<file path="src/rtl/multiplicador_pkg.sv">
// Shared control-word encoding for the shift-add multiplier.
// The controller and the three universal register instances import the same constants.
package multiplicador_pkg;

    typedef logic [3:0] ctrl_word_t;

    localparam ctrl_word_t CTRL_HOLD  = 4'b0000;
    localparam ctrl_word_t CTRL_ADD   = 4'b1000;
    localparam ctrl_word_t CTRL_SHIFT = 4'b0100;
    localparam ctrl_word_t CTRL_DECR  = 4'b0010;
    localparam ctrl_word_t CTRL_LOAD  = 4'b0001;

endpackage

</file>
<file path="src/rtl/multiplicador_control.sv">
// Moore controller for the shift-add multiplier: sequences Load / Add / Shift-Decrement,
// owns the carry flip-flop E and cross-checks P's zero flag against its own iteration count.
module multiplicador_control
    import multiplicador_pkg::*;
#(
    parameter int ANCHO = 8,
    parameter int CNT_W = $clog2(ANCHO + 1)
) (
    input  logic       clk,
    input  logic       rst,
    input  logic       start,
    input  logic       q0,
    input  logic       p_zero,
    input  logic       sum_carry,
    output logic [3:0] ctrl_a,
    output logic [3:0] ctrl_q,
    output logic [3:0] ctrl_p,
    output logic       e_bit,
    output logic       busy,
    output logic       done,
    output logic       err
);

    localparam logic [2:0] S_IDLE  = 3'd0;
    localparam logic [2:0] S_LOAD  = 3'd1;
    localparam logic [2:0] S_EVAL  = 3'd2;
    localparam logic [2:0] S_ADD   = 3'd3;
    localparam logic [2:0] S_SHIFT = 3'd4;
    localparam logic [2:0] S_CHECK = 3'd5;
    localparam logic [2:0] S_DONE  = 3'd6;

    localparam logic [CNT_W-1:0] ANCHO_CNT = CNT_W'(ANCHO);

    logic [2:0]       state_r;
    logic [2:0]       state_s;
    logic [CNT_W-1:0] count_r;
    logic [CNT_W-1:0] count_s;
    logic             e_r;
    logic             e_s;
    logic             err_r;
    logic             err_s;
    logic             count_full_s;

    ctrl_word_t ctrl_a_r;
    ctrl_word_t ctrl_q_r;
    ctrl_word_t ctrl_p_r;
    ctrl_word_t ctrl_a_s;
    ctrl_word_t ctrl_q_s;
    ctrl_word_t ctrl_p_s;
    logic       busy_r;
    logic       busy_s;
    logic       done_r;
    logic       done_s;

    assign count_full_s = (count_r == ANCHO_CNT);

    // Next state; CHECK also terminates when the count says P should already be zero.
    always_comb begin
        state_s = S_IDLE;
        case (state_r)
            S_IDLE: begin
                if (start) begin
                    state_s = S_LOAD;
                end else begin
                    state_s = S_IDLE;
                end
            end
            S_LOAD:  state_s = S_EVAL;
            S_EVAL: begin
                if (q0) begin
                    state_s = S_ADD;
                end else begin
                    state_s = S_SHIFT;
                end
            end
            S_ADD:   state_s = S_SHIFT;
            S_SHIFT: state_s = S_CHECK;
            S_CHECK: begin
                if (p_zero || count_full_s) begin
                    state_s = S_DONE;
                end else begin
                    state_s = S_EVAL;
                end
            end
            S_DONE:  state_s = S_IDLE;
            default: state_s = S_IDLE;
        endcase
    end

    // Carry flip-flop, iteration count and sticky mismatch flag.
    always_comb begin
        e_s     = e_r;
        count_s = count_r;
        err_s   = err_r;
        case (state_r)
            S_LOAD: begin
                e_s     = 1'b0;
                count_s = {CNT_W{1'b0}};
                err_s   = 1'b0;
            end
            S_ADD: begin
                e_s = sum_carry;
            end
            S_SHIFT: begin
                e_s     = 1'b0;
                count_s = count_r + {{(CNT_W-1){1'b0}}, 1'b1};
            end
            S_CHECK: begin
                if (p_zero != count_full_s) begin
                    err_s = 1'b1;
                end else begin
                    err_s = err_r;
                end
            end
            default: begin
                e_s     = e_r;
                count_s = count_r;
                err_s   = err_r;
            end
        endcase
    end

    // Output decode of the upcoming state so the registered outputs track the state register.
    always_comb begin
        ctrl_a_s = CTRL_HOLD;
        ctrl_q_s = CTRL_HOLD;
        ctrl_p_s = CTRL_HOLD;
        busy_s   = 1'b0;
        done_s   = 1'b0;
        case (state_s)
            S_LOAD: begin
                ctrl_a_s = CTRL_LOAD;
                ctrl_q_s = CTRL_LOAD;
                ctrl_p_s = CTRL_LOAD;
                busy_s   = 1'b1;
            end
            S_EVAL: begin
                busy_s = 1'b1;
            end
            S_ADD: begin
                ctrl_a_s = CTRL_ADD;
                busy_s   = 1'b1;
            end
            S_SHIFT: begin
                ctrl_a_s = CTRL_SHIFT;
                ctrl_q_s = CTRL_SHIFT;
                ctrl_p_s = CTRL_DECR;
                busy_s   = 1'b1;
            end
            S_CHECK: begin
                busy_s = 1'b1;
            end
            S_DONE: begin
                done_s = 1'b1;
            end
            default: begin
                busy_s = 1'b0;
                done_s = 1'b0;
            end
        endcase
    end

    // State and datapath-control registers with synchronous active-low reset.
    always_ff @(posedge clk) begin
        if (!rst) begin
            state_r  <= S_IDLE;
            count_r  <= {CNT_W{1'b0}};
            e_r      <= 1'b0;
            err_r    <= 1'b0;
            ctrl_a_r <= CTRL_HOLD;
            ctrl_q_r <= CTRL_HOLD;
            ctrl_p_r <= CTRL_HOLD;
            busy_r   <= 1'b0;
            done_r   <= 1'b0;
        end else begin
            state_r  <= state_s;
            count_r  <= count_s;
            e_r      <= e_s;
            err_r    <= err_s;
            ctrl_a_r <= ctrl_a_s;
            ctrl_q_r <= ctrl_q_s;
            ctrl_p_r <= ctrl_p_s;
            busy_r   <= busy_s;
            done_r   <= done_s;
        end
    end

    assign ctrl_a = ctrl_a_r;
    assign ctrl_q = ctrl_q_r;
    assign ctrl_p = ctrl_p_r;
    assign e_bit  = e_r;
    assign busy   = busy_r;
    assign done   = done_r;
    assign err    = err_r;

endmodule

</file>
<file path="config.mk">
export PLATFORM = sky130hd
export DESIGN_NAME = multiplicador_control
export DESIGN_NICKNAME = d
export VERILOG_FILES = /design/src/rtl/multiplicador_pkg.sv /design/src/rtl/multiplicador_control.sv
export SDC_FILE = /design/constraint.sdc
export NUM_CORES = 1
export LEC_CHECK = 0
export BUFFER_PORTS_ARGS = -buffer_cell sky130_fd_sc_hd__buf_4
export CAP_MARGIN = 30
export CORE_MARGIN = 5
export CORE_UTILIZATION = 54
export CTS_CLUSTER_DIAMETER = 100
export DETAILED_ROUTE_END_ITERATION = 7
export PLACE_DENSITY_LB_ADDON = 0.3
export SYNTH_ARGS = -nofsm -noshare
export SYNTH_HDL_FRONTEND = slang
export SYNTH_SLANG_ARGS = --single-unit
</file>
<file path="constraint.sdc">
create_clock -name clk -period 4.08 [get_ports clk]
set_clock_uncertainty 0.15 [all_clocks]
set_input_delay 0.816 -clock clk [delete_from_list [all_inputs] [get_ports clk]]
set_output_delay 0.816 -clock clk [all_outputs]
set_load 0.03 [all_outputs]
</file>
# Word-level counts from Yosys, hierarchy flattened
# Index checks and enable logic that the tools add are counted.
[classes] reduce_logical=8 n_eq_ne=14 add_sub_neg=1 mux=13
[ops] op="one-hot mux 3 bit (6 select lines)" n=1
[ops] op="equality test 3 bit, second input constant" n=5
[ops] op="equality test 3 x 2 -> 1 bit, second input constant" n=4
[ops] op="one-hot mux 4 bit (3 select lines)" n=1
[ops] op="one-hot mux 4 bit (2 select lines)" n=1
[ops] op="equality test 3 x 1 -> 1 bit, second input constant" n=2
[ops] op="two-way mux 3 bit" n=2
[ops] op="one-hot mux 3 bit (2 select lines)" n=1
[ops] op="nonzero test 2 bit" n=3
[ops] op="OR reduction 5 bit" n=1
[ops] op="adder 4 x 1 -> 4 bit, second input constant" n=1
[ops] op="equality test 4 bit, second input constant" n=1
[ops] op="two-way mux 1 bit" n=4
[ops] op="one-hot mux 1 bit (2 select lines)" n=2
[ops] op="one-hot mux 2 bit (2 select lines)" n=1
[ops] op="zero test 3 bit" n=1
[ops] op="!= test 2 bit, second input constant" n=1
[ops] op="AND reduction 2 bit" n=1
[ops] op="OR reduction 2 bit" n=1
[ops] op="logical OR 1 bit" n=1
[ops] op="!= test 1 bit" n=1
[word_totals] wordCells=45 register_bits=23 inputBits=6

# Logic depth before layout (Yosys ltp)
# Gate-level depths: netlist of the first run.
[depth] word_depth=7 mapped_depth=7 mapped_depth_nobuf=7

# Least setup slack after synthesis of the first run
# Ideal clock, no wire load.
[synth_timing] path_kind="input -> register" startpoint="in p_zero" endpoint="reg ctrl_a_r[2] (netlist: ctrl_a[2])" n_path_buf=0 t_arrival_ns=1.468 path_slack_ns=2.370 required_time_ns=3.838 setup_ns=0.092 cell_stages=5 cell_sequence="inv_1 ha_1 a21boi_2 a22oi_2 nor4_1"
[synth_via] elab_chain_len=5 word_cells_on_any_way=7
[synth_rtl] item="start, declared" line="multiplicador_control.sv:13" text="input logic p_zero,"
[synth_rtl] item="logical OR 1 bit (*)" line="multiplicador_control.sv:79" text="if (p_zero || count_full_s) begin"
[synth_rtl] item="two-way mux 3 bit (*)" line="multiplicador_control.sv:79"
[synth_rtl] item="one-hot mux 3 bit (6 select lines) (*)" line="multiplicador_control.sv:60" text="case (state_r)"
[synth_rtl] item="equality test 3 bit, or another cell as far along" line="multiplicador_control.sv:130" text="case (state_s)"
[synth_rtl] item="one-hot mux 4 bit (3 select lines) (*)" line="multiplicador_control.sv:130"
[synth_rtl] item="end signal, assigned" line="multiplicador_control.sv:180" text="ctrl_a_r <= ctrl_a_s;"
[synth_rtl] item="end, declared" line="multiplicador_control.sv:44" text="ctrl_word_t ctrl_a_r;"
# Mark *: on every way between the ends. The rest lies on a longest branch, timed or not.
# A chain may end at the register's enable or synchronous reset.

# Final worst setup path of the first run
[layout_timing] startpoint="reg e_r (netlist: e_bit)" endpoint="out e_bit"
[layout_lines] item="start, declared" line="multiplicador_control.sv:38" text="logic e_r;"
[layout_lines] item="start signal, assigned" line="multiplicador_control.sv:178" text="e_r <= e_s;"
[layout_lines] item="end, declared" line="multiplicador_control.sv:18" text="output logic e_bit,"
# No word-level cell between the ends.

==> results of run 1 <==
-- worst max-delay path by stage --
stage | depth (start not counted) | to | from
final | 1 | e_bit | e_bit
after global routing | 1 | e_bit | e_bit
after global placement | 6 | ctrl_q[2] | p_zero
after floorplan | 5 | ctrl_a[2] | p_zero
after CTS | 1 | e_bit | e_bit
after detailed placement | 6 | ctrl_a[2] | p_zero
-- power by group --
| part | total, mW | leakage, nW | internal (mW) | switching (mW) |
|---|---|---|---|---|
| clock | 0.0830 | 0.0138 | 0.0344 | 0.0487 |
| combinational | 0.0566 | 0.233 | 0.0226 | 0.0340 |
| sequential | 0.177 | 0.130 | 0.163 | 0.0137 |
-- worst register-to-register path: cells and delay by family, from the launching register on --
family                     cells  cell delay [ns]
DFF                            1             0.43
adders and majority gates      2             0.38
AOI/OAI and AO/OA              2             0.35
and+or+nand+nor                2             0.17
buffers and inverters          1             0.09
-- through the flow --
step | std cells | instance area [um2] | total power [mW] | util | setup WS [ns]
floorplan | 99 | 847 | 0.226 | - | 2.37
global placement | 119 | 898 | 0.235 | 0.603 | 2.23
detailed placement | 119 | 898 | 0.237 | 0.603 | 2.17
CTS | 122 | 921 | 0.317 | 0.618 | 2.30
global route | 122 | 921 | 0.334 | 0.618 | 2.26
finish | 122 | 921 | 0.316 | 0.618 | 2.29
-- area by class of cell --
type,count,share of cell area
clock buffer,3,0.0245
multi-input combinational,65,0.451
inverter,6,0.0245
sequential,16,0.348
timing repair buffer,16,0.130
tap,16,0.0217
-- registers in the layout, indices dropped and copies added, names as in the netlist --
signal,count
ctrl_q,2
busy,1
done,1
ctrl_a,3
e_bit,1
state_r,3
err,1
count_r,4
-- cells by family (layout without fill, tap and decap cells) --
logic type / count (synthesis) / after routing / share of synthesized area
compound gates: 23 / 23 / 0.174
xor+xnor: 1 / 1 / 0.0105
fa+ha+maj: 3 / 3 / 0.0451
buf+inv: 18 / 25 / 0.134
flops: 16 / 16 / 0.385
other cells: 1 / 5 / 0.00451
simple gates: 33 / 33 / 0.247
-- cell usage after synthesis (2+ instances only) --
cell / number
nor2b_1: 2
buf_4: 9
o21ai_0: 7
o21a_1: 3
dfxtp_1: 16
nand2b_1: 4
nor3_1: 2
nor2_1: 7
nand2_1: 3
nand3b_1: 3
ha_1: 3
buf_2: 2
inv_1: 6
nor4b_2: 2
nor4_1: 4
a21oi_1: 8
-- routing by layer --
metal / up-vias / share of wire / GRT usage
met5: - / 0 / 0
met2: 16 / 0.48 / 0.223
met4: 0 / 0.021 / 0.0762
met1: 302 / 0.44 / 0.171
met3: 5 / 0.062 / 0.0489
li1: 336 / - / -
==> reports/qor.yml, run 1 <==
critical_path:
  cp-start-kind: "register"
  reg2regPathDepth: 7
  end_kind: "output pin"
  crit_arrival_ns: 0.82
  critPathSlowestCell: "dfxtp_1"
  reg2reg_to: "ctrl_a[2]"
  cp.buffers_inverters: 1
  rrSetupSlack_ns: 2.40
  cp_slowest_stage_delay_ns: 0.36
  critPathMaxFanout: 3
  path_cells: "buf_4"
  criticalPathCategory: "register to output pin"
  path_delay_family: "flip-flops"
  cp.required_ns: 3.11
  r2r_start: "count_r[0]"
layout:
  multi_input_area_um2: 415
  num-nets-final: 117
  syn2layout_area_growth_pct: 10.7
  layout_common_cells: "dfxtp_1 (16), buf_4 (16), a21oi_1 (8)"
  n_antenna_cell: 0
  regArea_um2: 320
  fillers: 133
  drive_gt1_frac: 0.217
pwr:
  p_per_area_nw_per_um2: 344
  power_leakage_nw: 0.377
  ir_drop_uv: 209
global_routing:
  grt_max_degree: 22
  grt_pass1_wl_mm: 2.79
  grt_pass1_vias: 666
  gr-usage-all-layers: 0.143
  overflow: 0
  antenna_found_initial: 0
timing:
  setup_tns_ns: 0
  tightest_slew_ns: 0.749
  fin_crit_sh: 0.438
  worst_hold_slack_ns: 0.339
  relSlewSlack: 0.500
  slew_viol_final: 0
  rsz0062_at_grt: "false"
  hold_viol_final: 0
  max_freq_mhz: 560
  finalCriticalPeriod_ns: 1.79
  setup_viol: 0
floorplanning:
  fp.coreArea_um2: 1490
  start_util: 0.559
  rows: 14
  die_w_um: 49.3
  die_height_um: 49.3
  ios: 22
  dieArea_um2: 2430
clocking:
  cts.sinks: 16
  clock_latency_ns: 0.29
  clk_pin_slew_ns: 0.09
  cts-hold-fix-buffers: 0
  cts_setup_buffers: 0
  cts_root_buf: "clkbuf_4"
  cts_tree: "yes"
  clockBufferDepth: 2
  cts_resized: 0
  htreeDepth: 1
  cts_made_buffers: 3
worst_hold_path:
  holdPathStages: 2
  hold_end: "err"
  hp-start: "err"
  hp-class: "register to register"
placed_design:
  hpwl_mm: 1.14
  io_buffer_count: 16
  globalplace.congestion: 0.758
run_status:
  status: "finished, final reports clean"
synthesis:
  synth_ff_type: "dfxtp_1"
  synth_area_leader_cell: "dfxtp_1"
  async_flop_share: 0
  yosysSeqAreaShare: 0.385
  synth.top_cell.area_share: 0.385
  synth_area_per_cell_um2: 8.76
  ys_top_cells_by_area: "dfxtp_1 (38%), buf_4 (8.1%), a21oi_1 (4.8%)"
  ys_ff_latch: 16
  netlist_instances: 95
  synth_cell_types: 30
  ys_warn_count: 0
  synth_area_um2: 832
  synth-edff-count: 0
route:
  drt-total-wl_mm: 1.59
  drtIter0Drc: 16
  vias: 659
  dr.pass1.iters: 4
  via_per_inst: 5.40
  final_antenna_net_count: 0
  remaining_drc_errors: 0
  wire_per_inst_um: 13.0
job:
  drv_cap: 0
Power figures use the tool's default switching activity.
==> run 2: changes to the inputs <==
- CORE_UTILIZATION: 54 -> 45
- clock period: 4.08 -> 1.55 ns (I/O delays scaled with it)
==> run 2 against run 1 <==
Net effect: non-clock buffer count rose by 9; flip-flop and latch count did not move; first-iteration DRC count fell by 50%; design area rose by 13%; clock power rose to 3.3 times the previous value; cell count rose by 16%; worst setup slack got worse by 2.2 ns; sequential power rose to 2.5 times the previous value; via count rose by 9.4%; total power rose to 2.9 times the previous value; register-to-register slack got worse by 2.3 ns; highest routed layer is now met3.
==> reports/qor.yml, run 2 (same netlist as run 1, synthesis figures left out) <==
run_status:
  status: "finished, final reports clean"
critical_path:
  end_kind: "register"
  critPathMaxFanout: 4  # +1
  criticalPathCategory: "register to register"
  crit_arrival_ns: 1.49  # +0.67 ns
  cp.required_ns: 1.58  # -1.53 ns
  cp-start-kind: "register"
timing:
  hold_viol_final: 0  # unchanged
  max_freq_mhz: 681
  rsz0062_at_grt: "true"
  slew_viol_final: 0  # unchanged
  setup_tns_ns: 0  # unchanged
  finalCriticalPeriod_ns: 1.47
  fin_crit_sh: 0.947
  setup_viol: 0  # unchanged
layout:
  drive_gt1_frac: 0.353  # +0.136
  utilization: 0.598  # -0.0206
  top_register: "count_r"
  layout_common_cells: "buf_4 (25), dfxtp_1 (14), a21oi_1 (8)"
  num-nets-final: 126  # +7.7%
  largest_reg_flops: 4  # unchanged
  syn2layout_area_growth_pct: 25.4
  final_common_cell: "buf_4"
  n_antenna_cell: 0  # unchanged
  fin_cells: 141  # +16%
floorplanning:
  die_w_um: 53  # +7.6%
  ios: 22  # unchanged
  fp.coreArea_um2: 1750  # +17%
  rows: 15  # +1
  dieArea_um2: 2810  # +16%
  start_util: 0.477  # -0.0821
  die_height_um: 53  # +7.6%
global_routing:
  grt_pass1_vias: 657  # -1.4%
  overflow: 0  # unchanged
  grt_pass1_wl_mm: 2.86  # +2.2%
  antenna_found_initial: 0  # unchanged
  gr-usage-all-layers: 0.138  # -0.00541
  grt_max_degree: 14  # -36%
clocking:
  htreeDepth: 1  # unchanged
  cts_made_buffers: 3  # unchanged
  cts-hold-fix-buffers: 0  # unchanged
  cts.sinks: 16  # unchanged
  cts_tree: "yes"
  clockBufferDepth: 2  # unchanged
  clk_pin_slew_ns: 0.09  # about the same
  clock_latency_ns: 0.29  # about the same
  cts_root_buf: "clkbuf_4"
route:
  drt-total-wl_mm: 1.75  # +10%
  remaining_drc_errors: 0  # unchanged
  dr.pass1.iters: 4  # unchanged
  vias: 721  # +9.4%
  drtIter0Drc: 8  # -8
  via_per_inst: 5.11  # -5.3%
  wire_per_inst_um: 12.4  # -4.8%
  final_antenna_net_count: 0  # unchanged
pwr:
  p_per_area_nw_per_um2: 874  # +150%
  ir_drop_uv: 640  # +210%
  power_leakage_nw: 0.435  # +15%
placed_design:
  place_inst: 136  # +14%
  io_buffer_count: 16  # unchanged
  hpwl_mm: 1.29  # +14%
  globalplace.congestion: 0.829  # +9.4%
worst_hold_path:
  hp-class: "primary input to register"
job:
  drv_cap: 0  # unchanged
[run 2: cell types whose count changed in the layout (fill, tap and decap cells not counted), moves of 2 or more]
cell / before / now
dfxtp_1: 16 / 14
nor4_2: 0 / 2
inv_2: 0 / 2
buf_4: 16 / 25
nor4_1: 4 / 2
ha_1: 3 / 1
inv_1: 6 / 4
dfxtp_2: 0 / 2
[run 2: metrics by stage]
step	setup slack (ns)	cell area (um2)	power, mW	hold WS, ns
after floorplan	0.0653	847	0.595	0.277
after global placement	0.0687	970	0.635	0.307
after detailed placement	0.0174	970	0.638	0.316
after CTS	0.0419	1010	0.912	0.135
after global routing	-0.0241	1040	0.958	0.136
final	0.0821	1040	0.913	0.137
[run 2: worst paths after layout]
check	startpoint	endpoint	slack [ns]	cells past startpoint
setup reg to reg	count_r[0]	done	0.08	7
hold / removal	rst	count_r[0]	0.14	2
hold reg to reg	e_bit	e_bit	0.32	2
setup / recovery	count_r[0]	done	0.08	7
[run 2: where the power goes]
group	internal [mW]	total [mW]	switching, mW
clock network	0.143	0.274	0.131
registers	0.429	0.450	0.0201
logic	0.0753	0.189	0.113
total	0.648	0.913	0.265
[run 2: per-layer routing]
metal  track usage  vias up  wire (um)
met5             0        -          0
li1              -      360          -
met3        0.0563        0        149
met4        0.0255        0          0
met1         0.154      335        691
met2         0.246       26        909
[run 2: what timing repair did]
action,CTS,global route
pin swaps,2,3
setup buffers,0,1
resized for setup,0,9
endpoints found under the setup margin,2,5
[run 2: area by class of cell]
type	count	area (um2)
Inverter	6	22.5
Clock buffer	4	36.3
Fill cell	160	702
Sequential cell	16	323
Tap cell	25	31.3
Timing Repair Buffer	25	188
Multi-Input combinational cell	65	443
[run 2: critical path: stages (launching register included)]
cell	delay [ns]
dfxtp_2	0.34
inv_2	0.05
ha_4	0.15
nand3b_1	0.08
ha_2	0.19
a21boi_2	0.06
a22oi_2	0.27
nor3_1	0.08
